**config.mk**
```make
export PLATFORM = sky130hd
export DESIGN_NAME = fetch_unit
export DESIGN_NICKNAME = d
export VERILOG_FILES = /design/src/rtl/riscky_pkg.sv /design/src/rtl/if_id_reg.sv /design/src/rtl/fetch_unit.sv
export SDC_FILE = /design/constraint.sdc
export NUM_CORES = 1
export LEC_CHECK = 0
export BUFFER_PORTS_ARGS = -buffer_cell sky130_fd_sc_hd__clkbuf_2
export CORE_MARGIN = 10
export CORE_UTILIZATION = 52
export DETAILED_ROUTE_END_ITERATION = 10
export PLACE_DENSITY = 0.83
export SYNTH_ARGS = -nofsm -noshare
export SYNTH_HDL_FRONTEND = slang
export SYNTH_HIERARCHICAL = 1
export SYNTH_SLANG_ARGS = --single-unit
```
**constraint.sdc**
```tcl
create_clock -name clk -period 2.4 [get_ports clk]
set_input_delay 0.12 -clock clk [delete_from_list [all_inputs] [get_ports clk]]
set_output_delay 0.12 -clock clk [all_outputs]
set_load 0.1 [all_outputs]
```
**src/rtl/riscky_pkg.sv**
```systemverilog
// Shared core-wide types and sizes for the riscky pipeline.
// Fetch-related additions: FSM state enum, PC increment and IF/ID record.
package riscky_pkg;

    localparam int XLEN       = 32;
    localparam int ILEN       = 32;
    localparam int IMEM_AW    = 8;
    localparam int IMEM_WORDS = 1 << IMEM_AW;

    localparam logic [XLEN-1:0] PC_INC = XLEN'(4);

    typedef enum logic {
        IDLE = 1'b0,
        RUN  = 1'b1
    } fetch_state_t;

    typedef struct packed {
        logic            valid;
        logic [XLEN-1:0] pc;
        logic [ILEN-1:0] instr;
    } if_id_t;

endpackage

```
**src/rtl/if_id_reg.sv**
```systemverilog
// Pipeline register holding one if_id_t record with flush/load/hold control.
// Flush wins over load and only clears the valid bit; payload is left as is.
module if_id_reg
    import riscky_pkg::*;
(
    input  logic   clk,
    input  logic   rst_n,
    input  logic   flush_i,
    input  logic   load_i,
    input  if_id_t d_i,
    output if_id_t q_o
);

    if_id_t q_q;
    if_id_t q_d;

    always_comb begin
        q_d = q_q;
        if (flush_i) begin
            q_d.valid = 1'b0;
        end else if (load_i) begin
            q_d       = d_i;
            q_d.valid = 1'b1;
        end
    end

    always_ff @(posedge clk) begin
        if (!rst_n) begin
            q_q <= '0;
        end else begin
            q_q <= q_d;
        end
    end

    assign q_o = q_q;

endmodule

```
**src/rtl/fetch_unit.sv**
```systemverilog
// Instruction fetch stage: PC, IDLE/RUN control, redirect handling and IF/ID register.
// Optional performance counters are built when FETCH_PERF_EN is defined.
module fetch_unit
    import riscky_pkg::*;
#(
    parameter logic [XLEN-1:0] RESET_PC = 32'h0000_0000
) (
    input  logic               clk,
    input  logic               rst_n,
    input  logic               fetch_en,
    output logic [IMEM_AW-1:0] imem_addr,
    input  logic [ILEN-1:0]    imem_rdata,
    input  logic               redirect_valid,
    input  logic [XLEN-1:0]    redirect_pc,
    output logic               id_valid,
    input  logic               id_ready,
    output logic [ILEN-1:0]    id_instr,
    output logic [XLEN-1:0]    id_pc,
    output logic               misalign_err
`ifdef FETCH_PERF_EN
    ,
    output logic [31:0]        perf_fetch_cnt,
    output logic [31:0]        perf_stall_cnt
`endif
);

    fetch_state_t    state_q, state_d;
    logic [XLEN-1:0] pc_q, pc_d;
    logic            misalign_q, misalign_d;
    logic            load;
    logic            capture;
    logic            flush;
    if_id_t          if_id_d;
    if_id_t          if_id_q;

    always_comb begin
        state_d = state_q;
        case (state_q)
            IDLE:    if (fetch_en) state_d = RUN;
            RUN:     if (!fetch_en && !redirect_valid) state_d = IDLE;
            default: state_d = IDLE;
        endcase
    end

    // A redirect flushes the in-flight fetch even when decode is stalled.
    always_comb begin
        load       = !if_id_q.valid || id_ready;
        capture    = (state_q == RUN) && load && !redirect_valid;
        flush      = redirect_valid || ((state_q == IDLE) && id_ready);
        misalign_d = redirect_valid && (redirect_pc[1:0] != 2'b00);
        pc_d       = pc_q;
        if (redirect_valid) begin
            pc_d = {redirect_pc[XLEN-1:2], 2'b00};
        end else if (capture) begin
            pc_d = pc_q + PC_INC;
        end
        if_id_d       = '0;
        if_id_d.pc    = pc_q;
        if_id_d.instr = imem_rdata;
    end

    always_ff @(posedge clk) begin
        if (!rst_n) begin
            state_q    <= IDLE;
            pc_q       <= RESET_PC;
            misalign_q <= 1'b0;
        end else begin
            state_q    <= state_d;
            pc_q       <= pc_d;
            misalign_q <= misalign_d;
        end
    end

    if_id_reg u_if_id_reg (
        .clk     (clk),
        .rst_n   (rst_n),
        .flush_i (flush),
        .load_i  (capture),
        .d_i     (if_id_d),
        .q_o     (if_id_q)
    );

    assign imem_addr    = pc_q[IMEM_AW+1:2];
    assign id_valid     = if_id_q.valid;
    assign id_instr     = if_id_q.instr;
    assign id_pc        = if_id_q.pc;
    assign misalign_err = misalign_q;

`ifdef FETCH_PERF_EN
    logic [31:0] fetch_cnt_q;
    logic [31:0] stall_cnt_q;

    always_ff @(posedge clk) begin
        if (!rst_n) begin
            fetch_cnt_q <= '0;
            stall_cnt_q <= '0;
        end else begin
            if (capture) begin
                fetch_cnt_q <= fetch_cnt_q + 32'd1;
            end
            if ((state_q == RUN) && if_id_q.valid && !id_ready) begin
                stall_cnt_q <= stall_cnt_q + 32'd1;
            end
        end
    end

    assign perf_fetch_cnt = fetch_cnt_q;
    assign perf_stall_cnt = stall_cnt_q;
`endif

endmodule

```
==> qor.txt <==
Async S/R FF share, synth: 0%
Post-Syn Area: 4690 um2
Final HPWL DP: 9.23 mm
Synth Flop Type: dfxtp_1
Util after Layout: 66.6%
Placed Cells: 748
Synth area leaders: dfxtp_1 41%, mux2i_1 14%, nand2_1 11%
Total GRT Usage: 19.2%
crit-path max FO: 13
Post-Synthesis Cells: 535
first-pass GRT wire length: 21.3 mm
postcts setup bufs: 0
CTS Buffer Depth: 2
Setup TNS Final: 0 ns
Synth top area share: 41.4%
routed via count: 4,344
std cell rows: 34
setup ws final: 0.361 ns
Worst-path clk slew: 0.10 ns
Fin. Hold Viols: 0
Worst setup EP type: flop
vias in the first global route: 4,186
GPL Wtd Cong: 0.887
layout cells sized above 1: 25.3%
Syn. warnings: 6
startpoint types: flop
Die ar.: 13,200 um2
status: completed
measured slew at the worst slew-check pin: 0.649 ns
Tot Pwr: 3.52 mW
# diodes: 0
post-synthesis mux area share: 13.9%
Layout area overhead: 24.5%
Clock Latency Late Sink: 0.36 ns
R2R depth: 4
H-tree Lvls: 3
Port Buffer Count: 142
final count of negative-setup-slack endpoints: 0
DR pass1 iterations: 5
die height: 115 um
CTS buffer count: 9
final clock skew: 0.0153 ns
Final #Nets: 752
Synth Area in Simple Gates: 25.7%
Clock Sinks: 97
Period Utilization, post-route: 85.0%
Min Clock Period, post-route: 2.04 ns
num ports: 143
Synth Area in Compound Gates: 9.66%
Min-Delay Path Depth: 3
max-cap violations: 0
largest family of logic cells by synthesized area: simple AND/OR/NAND/NOR gates
CTS tree: yes
fmax: 490 MHz
initial antenna violation count: 0
largest net degree at the start of global routing: 102
number of synthesized flops with an enable pin: 0
Leakage: 2.32 nW
VDD IR max: 0.355 mV
Initial DRC Count: 273
final WL: 13.1 mm
synthesis-stage register bit count: 97
Starting Density: 53.5%
largest area contributor in the netlist: dfxtp_1
CP Class: reg -> reg
core area: 8760 um2
post-route insts no fill: 795
Hold Path Class: in -> reg
gr ovfl total: 0
Max Slew Vio Count: 0
Power Dens Cells: 604 nW/um2
Vias/cell: 5.46
Critical Path AT: 2.33 ns
setup repair after global routing missed its margin: no
Die W: 115 um
Post-Synth Adder-Cell Area: 0.267%
hold buffers post-CTS: 31
wire length per cell: 16.4 um
Synth Area per Inst: 8.77 um2
Unique masters post-synth: 52
DRC Markers: 0
CTS resizes: 0
Setup WS pre-CTS: 0.422 ns
clock tree root buffer cell: clkbuf_8
slew margin rel.: 56.7%
xor and xnor area share after synthesis: 1.31%
Antenna Violating Nets Remaining: 0
Seq/Total Area, Yosys: 41.4%
Worst EP required: 2.69 ns
## flip-flops by register name, summed over array words and instances, names as in the netlist
signal and flops:
state_q 1, u_if_id_reg/q_o 65, pc_q 30, misalign_err 1
## logic make-up after synthesis
logic type	count (synthesis)
and+or+nand+nor	247
AOI/OAI and AO/OA	67
adders and majority gates	1
DFF	97
muxes	65
other	1
xor gates and xnor gates	7
buffers and inverters	50
## power by group
group          internal (mW)  total, mW  switching [mW]
clock network          0.650       1.24           0.589
registers               1.66       1.73          0.0685
logic                  0.179      0.553           0.374
total                   2.49       3.52            1.03
## synthesized netlist by cell type (10+ instances only)
master / n
dfxtp_1: 97
nand2_1: 141
nor3_1: 12
buf_4: 10
nand4_1: 11
a311oi_1: 11
clkbuf_1: 14
buf_2: 11
mux2i_1: 65
o21ai_0: 21
nor2_1: 14
## cells in the final DEF, fill, tap and decap left out, drive strengths merged, types with 7 or more instances in the layout
cell,Yosys,layout
a211oi,7,7
a311oi,11,11
a31oi,7,7
buf,31,8
clkbuf,14,152
dfxtp,97,97
dlygate4sd3,0,31
mux2i,65,65
nand2,141,141
nand3,9,9
nand4,12,12
nor2,14,14
nor2b,9,9
nor3,13,13
nor4,8,8
o21ai,21,21
o31ai,7,7
or4,7,7
## cell type report
cell class / count / area (um2)
sequential: 97 / 1940
tap: 108 / 135
timing repair buffer: 180 / 1110
multi-input combinational: 389 / 2390
inverter: 5 / 18.8
clock inverter: 5 / 85.1
clock buffer: 11 / 151
fill: 733 / 2920
## critical path: stages, from the launching register on
cell and delay, ns:
dfxtp_1 0.46, nand2_1 0.15, or3_1 0.58, or4_1 0.58, a31oi_1 0.19
## path summary, 6_finish.rpt
kind                                          start                  end  slack, ns
worst max register to register              pc_q[4]             pc_q[19]       0.36
worst max-delay path                        pc_q[4]             pc_q[19]       0.36
worst min register to register  u_if_id_reg/q_o[53]  u_if_id_reg/q_o[53]       0.46
worst min-delay path                  imem_rdata[6]   u_if_id_reg/q_o[6]      0.004
## stage by stage
step | hold WS (ns) | area, um2
3_3_place_gp | 0.339 | 5290
3_5_place_dp | 0.349 | 5290
5_1_grt | 0.0146 | 5840
6_report | 0.00445 | 5840
2_1_floorplan | 0.237 | 4700
4_1_cts | 0.000185 | 5840
## routing by layer
layer	wire [um]	vias up	share of wire [%]	global-route usage, %
li1	-	2180	-	-
met1	5440	2019	42	23.3
met2	6500	130	50	33.0
met3	913	15	7.0	4.11
met4	218	0	1.7	6.35
met5	0	-	0	0
No activity file was read; power rests on OpenSTA's default activity.
